<file path="config.mk">
export PLATFORM = sky130hd
export DESIGN_NAME = bellman_sched
export DESIGN_NICKNAME = d
export VERILOG_FILES = /design/src/rtl/hft_pkg.sv /design/src/rtl/upd_fifo.sv /design/src/rtl/bellman_sched.sv
export SDC_FILE = /design/constraint.sdc
export NUM_CORES = 1
export LEC_CHECK = 0
export CORE_AREA = 2 2 245 247
export CTS_BUF_LIST = sky130_fd_sc_hd__clkbuf_2 sky130_fd_sc_hd__clkbuf_4 sky130_fd_sc_hd__clkbuf_8
export CTS_CLUSTER_SIZE = 30
export DETAILED_ROUTE_END_ITERATION = 10
export DIE_AREA = 0 0 247 249
export HOLD_SLACK_MARGIN = 0.02
export PLACE_DENSITY = 0.53
export SYNTH_ARGS = -nofsm -noshare
export SYNTH_HDL_FRONTEND = slang
export SYNTH_SLANG_ARGS = --single-unit
</file>
<file path="constraint.sdc">
create_clock -name clk -period 6.6 [get_ports clk]
set_clock_uncertainty 0.1 [all_clocks]
set_input_delay 1.32 -clock clk [delete_from_list [all_inputs] [get_ports clk]]
set_output_delay 1.32 -clock clk [all_outputs]
set_load 0.01 [all_outputs]
</file>
<file path="src/rtl/hft_pkg.sv">
// Shared sizes, edge-update record and scheduler state encoding for the Bellman arbitrage path.
package hft_pkg;

  localparam int NODES  = 64;
  localparam int NODE_W = 7;
  localparam int EDGE_W = 32;

  typedef struct packed {
    logic [NODE_W-1:0] row;
    logic [NODE_W-1:0] col;
    logic [EDGE_W-1:0] weight;
  } edge_upd_t;

  typedef enum logic [2:0] {
    S_IDLE,
    S_DRAIN,
    S_LAUNCH,
    S_WAIT,
    S_CHECK,
    S_REPORT
  } sched_state_t;

endpackage

</file>
<file path="src/rtl/upd_fifo.sv">
// Synchronous FIFO of edge updates; read data is the head entry (zero-latency show-ahead).
// full/empty come from the registered count, so a pop frees a slot only from the next cycle.
module upd_fifo import hft_pkg::*; #(
  parameter int DEPTH = 8
) (
  input  logic      clk,
  input  logic      rst_n,
  input  logic      push,
  input  edge_upd_t push_dat,
  input  logic      pop,
  output edge_upd_t pop_dat,
  output logic      full,
  output logic      empty
);

  localparam int AW = $clog2(DEPTH);

  edge_upd_t       mem_q [DEPTH];
  logic [AW-1:0]   wr_ptr_q;
  logic [AW-1:0]   rd_ptr_q;
  logic [AW:0]     cnt_q;
  logic [AW:0]     cnt_d;
  logic            do_push;
  logic            do_pop;

  assign full    = (cnt_q == (AW+1)'(DEPTH));
  assign empty   = (cnt_q == '0);
  assign do_push = push && !full;
  assign do_pop  = pop && !empty;
  assign pop_dat = mem_q[rd_ptr_q];

  always_comb begin
    cnt_d = cnt_q;
    case ({do_push, do_pop})
      2'b10:   cnt_d = cnt_q + (AW+1)'(1);
      2'b01:   cnt_d = cnt_q - (AW+1)'(1);
      default: cnt_d = cnt_q;
    endcase
  end

  always_ff @(posedge clk or negedge rst_n) begin
    if (!rst_n) begin
      wr_ptr_q <= '0;
      rd_ptr_q <= '0;
      cnt_q    <= '0;
    end else begin
      cnt_q <= cnt_d;
      if (do_push) wr_ptr_q <= wr_ptr_q + AW'(1);
      if (do_pop)  rd_ptr_q <= rd_ptr_q + AW'(1);
    end
  end

  // Storage needs no reset: entries are only read after being written.
  always_ff @(posedge clk) begin
    if (do_push) mem_q[wr_ptr_q] <= push_dat;
  end

endmodule

</file>
<file path="src/rtl/bellman_sched.sv">
// Bellman engine sequencer: applies queued edge updates only while idle, then runs up to NODES passes.
// Optional BELLMAN_AUTO_RERUN_EN: updates left queued at report time re-run the last source automatically.
module bellman_sched #(
  parameter int NODES      = hft_pkg::NODES,
  parameter int W          = hft_pkg::EDGE_W,
  parameter int FIFO_DEPTH = 8
) (
  input  logic                       clk,
  input  logic                       rst_n,
  input  logic                       upd_valid,
  output logic                       upd_ready,
  input  logic [hft_pkg::NODE_W-1:0] upd_row,
  input  logic [hft_pkg::NODE_W-1:0] upd_col,
  input  logic [W-1:0]               upd_weight,
  input  logic                       run_req,
  input  logic [hft_pkg::NODE_W-1:0] run_src,
  output logic                       eng_start,
  output logic                       eng_init,
  output logic [hft_pkg::NODE_W-1:0] eng_src,
  input  logic                       eng_done,
  input  logic                       eng_changed,
  output logic                       adj_we,
  output logic [hft_pkg::NODE_W-1:0] adj_row,
  output logic [hft_pkg::NODE_W-1:0] adj_col,
  output logic [W-1:0]               adj_wdata,
  output logic                       busy,
  output logic                       result_valid,
  output logic                       neg_cycle,
  output logic [hft_pkg::NODE_W-1:0] pass_cnt
);

  import hft_pkg::*;

  localparam logic [NODE_W-1:0] LAST_PASS = NODE_W'(NODES);

  sched_state_t      state_q;
  edge_upd_t         push_dat;
  edge_upd_t         pop_dat;
  logic              fifo_full;
  logic              fifo_empty;
  logic              fifo_pop;
  logic              pend_q;
  logic [NODE_W-1:0] pend_src_q;
  logic              guard_q;
  logic              changed_q;
  logic              eng_start_q;
  logic              eng_init_q;
  logic [NODE_W-1:0] eng_src_q;
  logic              adj_we_q;
  logic [NODE_W-1:0] adj_row_q;
  logic [NODE_W-1:0] adj_col_q;
  logic [W-1:0]      adj_wdata_q;
  logic              busy_q;
  logic              result_valid_q;
  logic              neg_cycle_q;
  logic [NODE_W-1:0] pass_cnt_q;

  assign push_dat = '{row: upd_row, col: upd_col, weight: upd_weight};
  assign fifo_pop = (state_q == S_DRAIN) && !fifo_empty;

  upd_fifo #(.DEPTH(FIFO_DEPTH)) u_fifo (
    .clk      (clk),
    .rst_n    (rst_n),
    .push     (upd_valid),
    .push_dat (push_dat),
    .pop      (fifo_pop),
    .pop_dat  (pop_dat),
    .full     (fifo_full),
    .empty    (fifo_empty)
  );

  assign upd_ready    = !fifo_full;
  assign eng_start    = eng_start_q;
  assign eng_init     = eng_init_q;
  assign eng_src      = eng_src_q;
  assign adj_we       = adj_we_q;
  assign adj_row      = adj_row_q;
  assign adj_col      = adj_col_q;
  assign adj_wdata    = adj_wdata_q;
  assign busy         = busy_q;
  assign result_valid = result_valid_q;
  assign neg_cycle    = neg_cycle_q;
  assign pass_cnt     = pass_cnt_q;

  always_ff @(posedge clk or negedge rst_n) begin
    if (!rst_n) begin
      state_q        <= S_IDLE;
      pend_q         <= 1'b0;
      pend_src_q     <= '0;
      guard_q        <= 1'b0;
      changed_q      <= 1'b0;
      eng_start_q    <= 1'b0;
      eng_init_q     <= 1'b0;
      eng_src_q      <= '0;
      adj_we_q       <= 1'b0;
      adj_row_q      <= '0;
      adj_col_q      <= '0;
      adj_wdata_q    <= '0;
      busy_q         <= 1'b0;
      result_valid_q <= 1'b0;
      neg_cycle_q    <= 1'b0;
      pass_cnt_q     <= '0;
    end else begin
      // Any request not launched directly this cycle is parked; a newer one overwrites the source.
      if (run_req) begin
        pend_q     <= 1'b1;
        pend_src_q <= run_src;
      end
      case (state_q)
        S_IDLE: begin
          if (!fifo_empty) begin
            state_q <= S_DRAIN;
          end else if (run_req || pend_q) begin
            state_q     <= S_LAUNCH;
            eng_start_q <= 1'b1;
            eng_init_q  <= 1'b1;
            eng_src_q   <= run_req ? run_src : pend_src_q;
            pend_q      <= 1'b0;
            pass_cnt_q  <= '0;
            busy_q      <= 1'b1;
          end
        end
        S_DRAIN: begin
          adj_we_q <= !fifo_empty;
          if (fifo_empty) begin
            state_q <= S_IDLE;
          end else begin
            adj_row_q   <= pop_dat.row;
            adj_col_q   <= pop_dat.col;
            adj_wdata_q <= pop_dat.weight;
          end
        end
        S_LAUNCH: begin
          eng_start_q <= 1'b0;
          eng_init_q  <= 1'b0;
          pass_cnt_q  <= pass_cnt_q + NODE_W'(1);
          guard_q     <= 1'b1;
          state_q     <= S_WAIT;
        end
        S_WAIT: begin
          // done may still show the previous pass until the engine registers the start
          if (guard_q) begin
            guard_q <= 1'b0;
          end else if (eng_done) begin
            changed_q <= eng_changed;
            state_q   <= S_CHECK;
          end
        end
        S_CHECK: begin
          if (!changed_q) begin
            neg_cycle_q    <= 1'b0;
            result_valid_q <= 1'b1;
            state_q        <= S_REPORT;
          end else if (pass_cnt_q < LAST_PASS) begin
            eng_start_q <= 1'b1;
            eng_init_q  <= 1'b0;
            state_q     <= S_LAUNCH;
          end else begin
            neg_cycle_q    <= 1'b1;
            result_valid_q <= 1'b1;
            state_q        <= S_REPORT;
          end
        end
        S_REPORT: begin
          result_valid_q <= 1'b0;
          busy_q         <= 1'b0;
          state_q        <= S_IDLE;
`ifdef BELLMAN_AUTO_RERUN_EN
          if (!fifo_empty && !run_req) begin
            pend_q     <= 1'b1;
            pend_src_q <= eng_src_q;
          end
`endif
        end
        default: state_q <= S_IDLE;
      endcase
    end
  end

endmodule

</file>
Word level (Yosys, flattened, before mapping)
Memories as Yosys holds them, arrays and structs flattened. A register that Yosys moved wholly into a read port is not among the register bits.
Index checks and enable logic that the tools add are counted.
- $add $sub $neg: 5
- magnitude comparators: 1
- equality and inequality tests: 18
- multiplexer cells: 33
- bitwise operators: 2
- reduce and logical (&&, ||, !) cells: 24
- operators with widths (cell ; count):
    two-way mux 3 bit ; 7
    two-way mux 7 bit ; 3
    != test 2 bit, second input constant ; 8
    two-way mux 1 bit ; 15
    one-hot mux 3 bit (5 select lines) ; 1
    one-hot mux 7 bit (2 select lines) ; 1
    AND reduction 3 bit ; 4
    nonzero test 2 bit ; 5
    one-hot mux 4 bit (2 select lines) ; 1
    adder 7 x 1 -> 7 bit, second input constant ; 1
    less-than comparator 7 bit, second input constant ; 1
    adder 3 x 1 -> 3 bit, second input constant ; 2
    equality test 3 x 2 -> 1 bit, second input constant ; 2
    equality test 3 bit, second input constant ; 2
    != test 3 bit, second input constant ; 2
    one-hot mux 1 bit (2 select lines) ; 3
    one-hot mux 1 bit (3 select lines) ; 2
    AND reduction 2 bit ; 3
    AND reduction 5 bit ; 1
    adder 4 x 1 -> 4 bit, second input constant ; 1
    equality test 4 bit, second input constant ; 1
    zero test 4 bit ; 1
    AND reduction 4 bit ; 1
    subtractor 4 x 1 -> 4 bit, second input constant ; 1
    9 further kinds ; 14
- register bits: 43
- RAM bits: 368
- input bits: 59
- output and inout bits: 67
- logic and storage cells: 100
- memories: 1
- memories (memory ; words ; width ; read ports ; clocked after memory_dff ; wr ports ; RTL line ; RTL):
    u_fifo.mem_q ; 8 ; 46 ; 1 ; 1 ; 1 ; upd_fifo.sv:18 ; edge_upd_t mem_q [DEPTH];

Logic depth before layout (Yosys ltp)
- word-level depth: 6
- depth in mapped cells: 12
- depth with buffers taken out: 9

Cells and area by module
Synthesis repeated with hierarchy kept, for this count alone.
- cell total of the unflattened synthesis: 830
- area, all modules: 17709.5 sq um
- by module, submodules not included (module ; instances ; cells each ; area an instance (sq um) ; seq. area each (sq um)):
    upd_fifo ; 1 ; 598 ; 14445.1 ; 11300.8
    bellman_sched ; 1 ; 232 ; 3264.4 ; 1976.9

Worst setup path after synthesis
No wires, ideal clock.
- path type: input-to-reg
- start: in upd_valid
- end: mem u_fifo.mem_q[0][0] (netlist name), enable pin
- setup time: 0.506 ns
- arrival time: 4.873 ns
- data required time: 5.994 ns
- path slack: 1.121 ns
- stages: 3
- path buffers: 0
- cells stage by stage: nand2_1 -> or2_2 -> nor3_1
- word-level cells in the longest chain between the ends: 3
- RTL lines (item ; RTL line ; RTL):
    from (decl) ; bellman_sched.sv:10 ; input logic upd_valid,
    logical AND 1 bit ; upd_fifo.sv:28 ; assign do_push = push && !full;
    two-way mux 1 bit ; upd_fifo.sv:55 ; if (do_push) mem_q[wr_ptr_q] <= push_dat;
    two-way mux 1 bit (not written as such) ; upd_fifo.sv:55 ;
    to (decl) ; upd_fifo.sv:18 ;
Every way passes these cells.

Worst setup path in the final report
- start: reg u_fifo.cnt_q[0]
- end: out upd_ready
- word-level cells in the longest chain between the ends: 2
- RTL lines (item ; RTL line ; RTL):
    from (decl) ; upd_fifo.sv:21 ; logic [AW:0] cnt_q;
    from (signal assigned) ; upd_fifo.sv:47 ; cnt_q <= cnt_d;
    equality test 4 bit ; upd_fifo.sv:26 ; assign full = (cnt_q == (AW+1)'(DEPTH));
    zero test 1 bit ; bellman_sched.sv:72 ; assign upd_ready = !fifo_full;
    to (decl) ; bellman_sched.sv:11 ; output logic upd_ready,
Every way passes these cells.

==> results.toml <==
[status]
status = "complete, no violations"

[worst_setup_path]
reg2reg_slack_ps = 3600
required_ps = 5180
rr_worst_depth = 5
worstReg2RegStart = "u_fifo.cnt_q[3]$_DFFE_PN0P_"
cp_slowest_stage_delay_ps = 610
worstPathCellList = "or4b_1 -> clkdlybuf4s50_1"
r2r-end = "u_fifo.mem_q[4][8]$_DFFE_PP_"
critPathSlowestCell = "or4b_1"
cp-start-kind = "flip-flop"
cp-end-kind = "primary output"
critical_path_arrival_ps = 2230
path_max_fanout = 5
crit_type = "flip-flop to primary output"

[timing]
worstMarginPinSlew_ps = 1209
hold_viol = 0
rsz0062_at_grt = "no"
period_share = 0.5525
finalSetupViolCount = 0
fin_tns_setup_ps = 0
fmax_mhz = 274.3
min_period_ps = 3646
relSlewSlack = 0.1919
drv_slew = 0

[global_route]
track_usage = 0.1235
antenna_found_initial = 1
grt_pass1_vias = 9203
grt_overflow = 0
grt_max_degree = 95
grt_pass1_wl_um = 57110

[clock_tree]
root_buffer = "clkbuf_8"
htree_levels = 3
hold_buffers = 0
cts_resized = 0
path_clk_slew_ps = 60
cts_tree = "done"
cts.sinks = 457
clockBufferDepth = 3
cts_setup_buffers = 0
cts_buffers = 79
clk-insertion-delay-late_ps = 640

[yosys]
synth_top_flop_cell = "edfxtp_1"
synth_nets = 934
synth-edff-count = 368
syn_area_per_cell_um2 = 20.08
synth_area_um2 = 17430
synth_area_leaders = "edfxtp_1 63%, dfrtp_1 13%, mux4_2 12%, mux2i_1 2.9%, nand2_1 1.4%"
synthArstFlopShare = 0.1947
yosysTopAreaCellShare = 0.6341
ys_warn_count = 0
ys_types = 50
postSynthCellCount = 868
ys_seq_area_frac = 0.7619
yosys.area.top_type = "edfxtp_1"
ys_seq_elements = 457

[cells_and_area]
insertedDiodeCount = 0
drive_above_1_share = 0.2410
fillerInstances = 5435
seq_area_um2 = 13290
syn2layout_area_growth_pct = 21.42
multiInputGateArea_um2 = 3910
fin_nets = 1111

[job]
maxCapViolCount = 0

[power]
p_comb_frac = 0.276
pwr-share-clk = 0.277
sw_frac_of_total = 0.3031
seqPwrFrac = 0.447
p_per_area_nw_per_um2 = 441.8
total_power_w = 0.009348
p_switching_w = 0.002834
irDropWorstVdd_v = 0.0002188
p_leak_nw = 7.201
p_int_w = 0.006514

[placement]
hpwl_um = 21680
gp_congestion = 0.7329
port_buffers = 125

[routing]
dr.pass1.iters = 6
drc = 0
drt-total-wl_um = 37160
detail_route.wl_per_cell_um = 19.76
ant_nets = 0
initialDrtViolationCount = 470
viasPerCell = 4.460
vias = 8390

[hold_path]
whs_path_depth = 2
worstHoldStart = "adj_wdata[25]$_DFFE_PN0P_"
hold_path_end = "adj_wdata[25]$_DFFE_PN0P_"
min-delay-path-class = "flip-flop to flip-flop"

[die]
fp-row-count = 89
die_width_um = 247
initial_core_util = 0.2970
die_area_um2 = 61500
core_area_um2 = 58690
pin_count = 126
die_h_um = 249
## Yosys cell counts (all sizes together) (2+ instances only)
| cell | count |
|---|---|
| a21oi | 7 |
| a22o | 2 |
| buf | 30 |
| clkbuf | 12 |
| dfrtp | 89 |
| edfxtp | 368 |
| ha | 6 |
| inv | 10 |
| mux2 | 16 |
| mux2i | 51 |
| mux4 | 92 |
| nand2 | 66 |
| nand2b | 6 |
| nand3 | 4 |
| nor2 | 16 |
| nor3 | 5 |
| nor4 | 2 |
| o21ai | 55 |
| o2bb2ai | 4 |
| or2 | 2 |
| or3 | 2 |
| xnor2 | 4 |
## per-stage QoR
stage | hold slack (ps) | worst slack, ps | utilization | cells | cell area, µm²
2_1_floorplan | 369.3 | 1121 | - | 868 | 17430
3_3_place_gp | 366.5 | 2476 | 0.3331 | 1737 | 19550
3_5_place_dp | 373.5 | 2413 | 0.3331 | 1737 | 19550
4_1_cts | 386.7 | 2861 | 0.3606 | 1881 | 21160
5_1_grt | 401.1 | 2857 | 0.3606 | 1881 | 21160
6_report | 376.8 | 2954 | 0.3606 | 1881 | 21160
## layer usage
layer | GRT usage | vias up | wire (µm)
met1 | 0.1607 | 4289 | 16160
met5 | 0 | - | 0
met4 | 0.04028 | 0 | 780
met3 | 0.03081 | 75 | 2083
li1 | - | 3832 | -
met2 | 0.2018 | 194 | 18130
## worst max-delay path by stage
stage                                      startpoint                           end  slack, ps  cells after the start
after global routing      u_fifo.cnt_q[0]$_DFFE_PN0P_                     upd_ready       2860                      2
after floorplan                             upd_valid  u_fifo.mem_q[0][0]$_DFFE_PP_       1120                      3
after global placement                      upd_valid  u_fifo.mem_q[2][9]$_DFFE_PP_       2480                      5
after detailed placement                    upd_valid  u_fifo.mem_q[4][9]$_DFFE_PP_       2410                      5
final                     u_fifo.cnt_q[0]$_DFFE_PN0P_                     upd_ready       2950                      2
after CTS                 u_fifo.cnt_q[0]$_DFFE_PN0P_                     upd_ready       2860                      2
## flip-flops by register name, indices dropped and copies added (netlist names)
name / cells
neg_cycle: 1
pass_cnt: 7
u_fifo.cnt_q: 4
u_fifo.wr_ptr_q: 3
eng_src: 7
pend_src_q: 7
pend_q: 1
result_valid: 1
adj_wdata: 32
adj_we: 1
eng_init: 1
state_q: 3
changed_q: 1
eng_start: 1
adj_row: 7
busy: 1
u_fifo.rd_ptr_q: 3
u_fifo.mem_q: 368
adj_col: 7
guard_q: 1
## cell type report
class | count | area share
clock buffer | 117 | 0.06693
clock inverter | 27 | 0.009165
inverter | 10 | 0.001774
multi-input combinational | 359 | 0.1848
sequential | 457 | 0.6280
tap | 773 | 0.04571
timing repair buffer | 138 | 0.06362
## cells in the final DEF (no fill, tap or decap), types with 2 or more instances in the layout
cell type | Yosys | routed
a21oi_1 | 7 | 7
a22o_1 | 2 | 2
buf_4 | 9 | 14
bufinv_16 | 0 | 2
clkbuf_4 | 0 | 31
clkbuf_8 | 0 | 86
clkdlybuf4s50_1 | 0 | 124
clkinv_1 | 0 | 11
clkinv_2 | 0 | 8
clkinvlp_4 | 0 | 2
dfrtp_1 | 89 | 86
dfrtp_4 | 0 | 3
edfxtp_1 | 368 | 368
ha_1 | 6 | 6
inv_1 | 8 | 8
inv_2 | 2 | 2
inv_6 | 0 | 3
mux2_1 | 8 | 8
mux2_2 | 8 | 8
mux2i_1 | 51 | 51
mux4_2 | 92 | 92
nand2_1 | 65 | 65
nand2b_1 | 5 | 5
nand3_1 | 4 | 4
nor2_1 | 16 | 10
nor2_4 | 0 | 6
nor3_1 | 5 | 3
nor3_2 | 0 | 2
o21ai_0 | 16 | 16
o21ai_1 | 39 | 39
o2bb2ai_1 | 4 | 4
or2_2 | 2 | 2
xnor2_1 | 3 | 3
## kinds of logic (layout without fill, tap and decap cells)
group | Yosys count | count (layout) | synth area share
compound gates | 77 | 77 | 0.02506
xor+xnor | 5 | 5 | 0.002944
fa+ha+maj | 7 | 7 | 0.005457
buf+inv | 52 | 292 | 0.01716
flops | 457 | 457 | 0.7619
mux | 159 | 159 | 0.1585
simple gates | 111 | 111 | 0.02894
## critical path, delay by kind of cell, from the launching register on
| kind | cells | cell delay, ps |
|---|---|---|
| and+or+nand+nor | 1 | 610 |
| buffers and inverters | 1 | 560 |
| DFF | 1 | 450 |
## power by group through the flow
stage / logic [W] / registers (W) / clock network [W]
after floorplan: 0.00182 / 0.00406 / 0
after global placement: 0.00265 / 0.00424 / 0
after detailed placement: 0.00267 / 0.00426 / 0
after CTS: 0.00268 / 0.00420 / 0.00270
after global routing: 0.00286 / 0.00426 / 0.00283
final: 0.00258 / 0.00418 / 0.00259
Note: power is estimated with default switching activity, not from simulation.
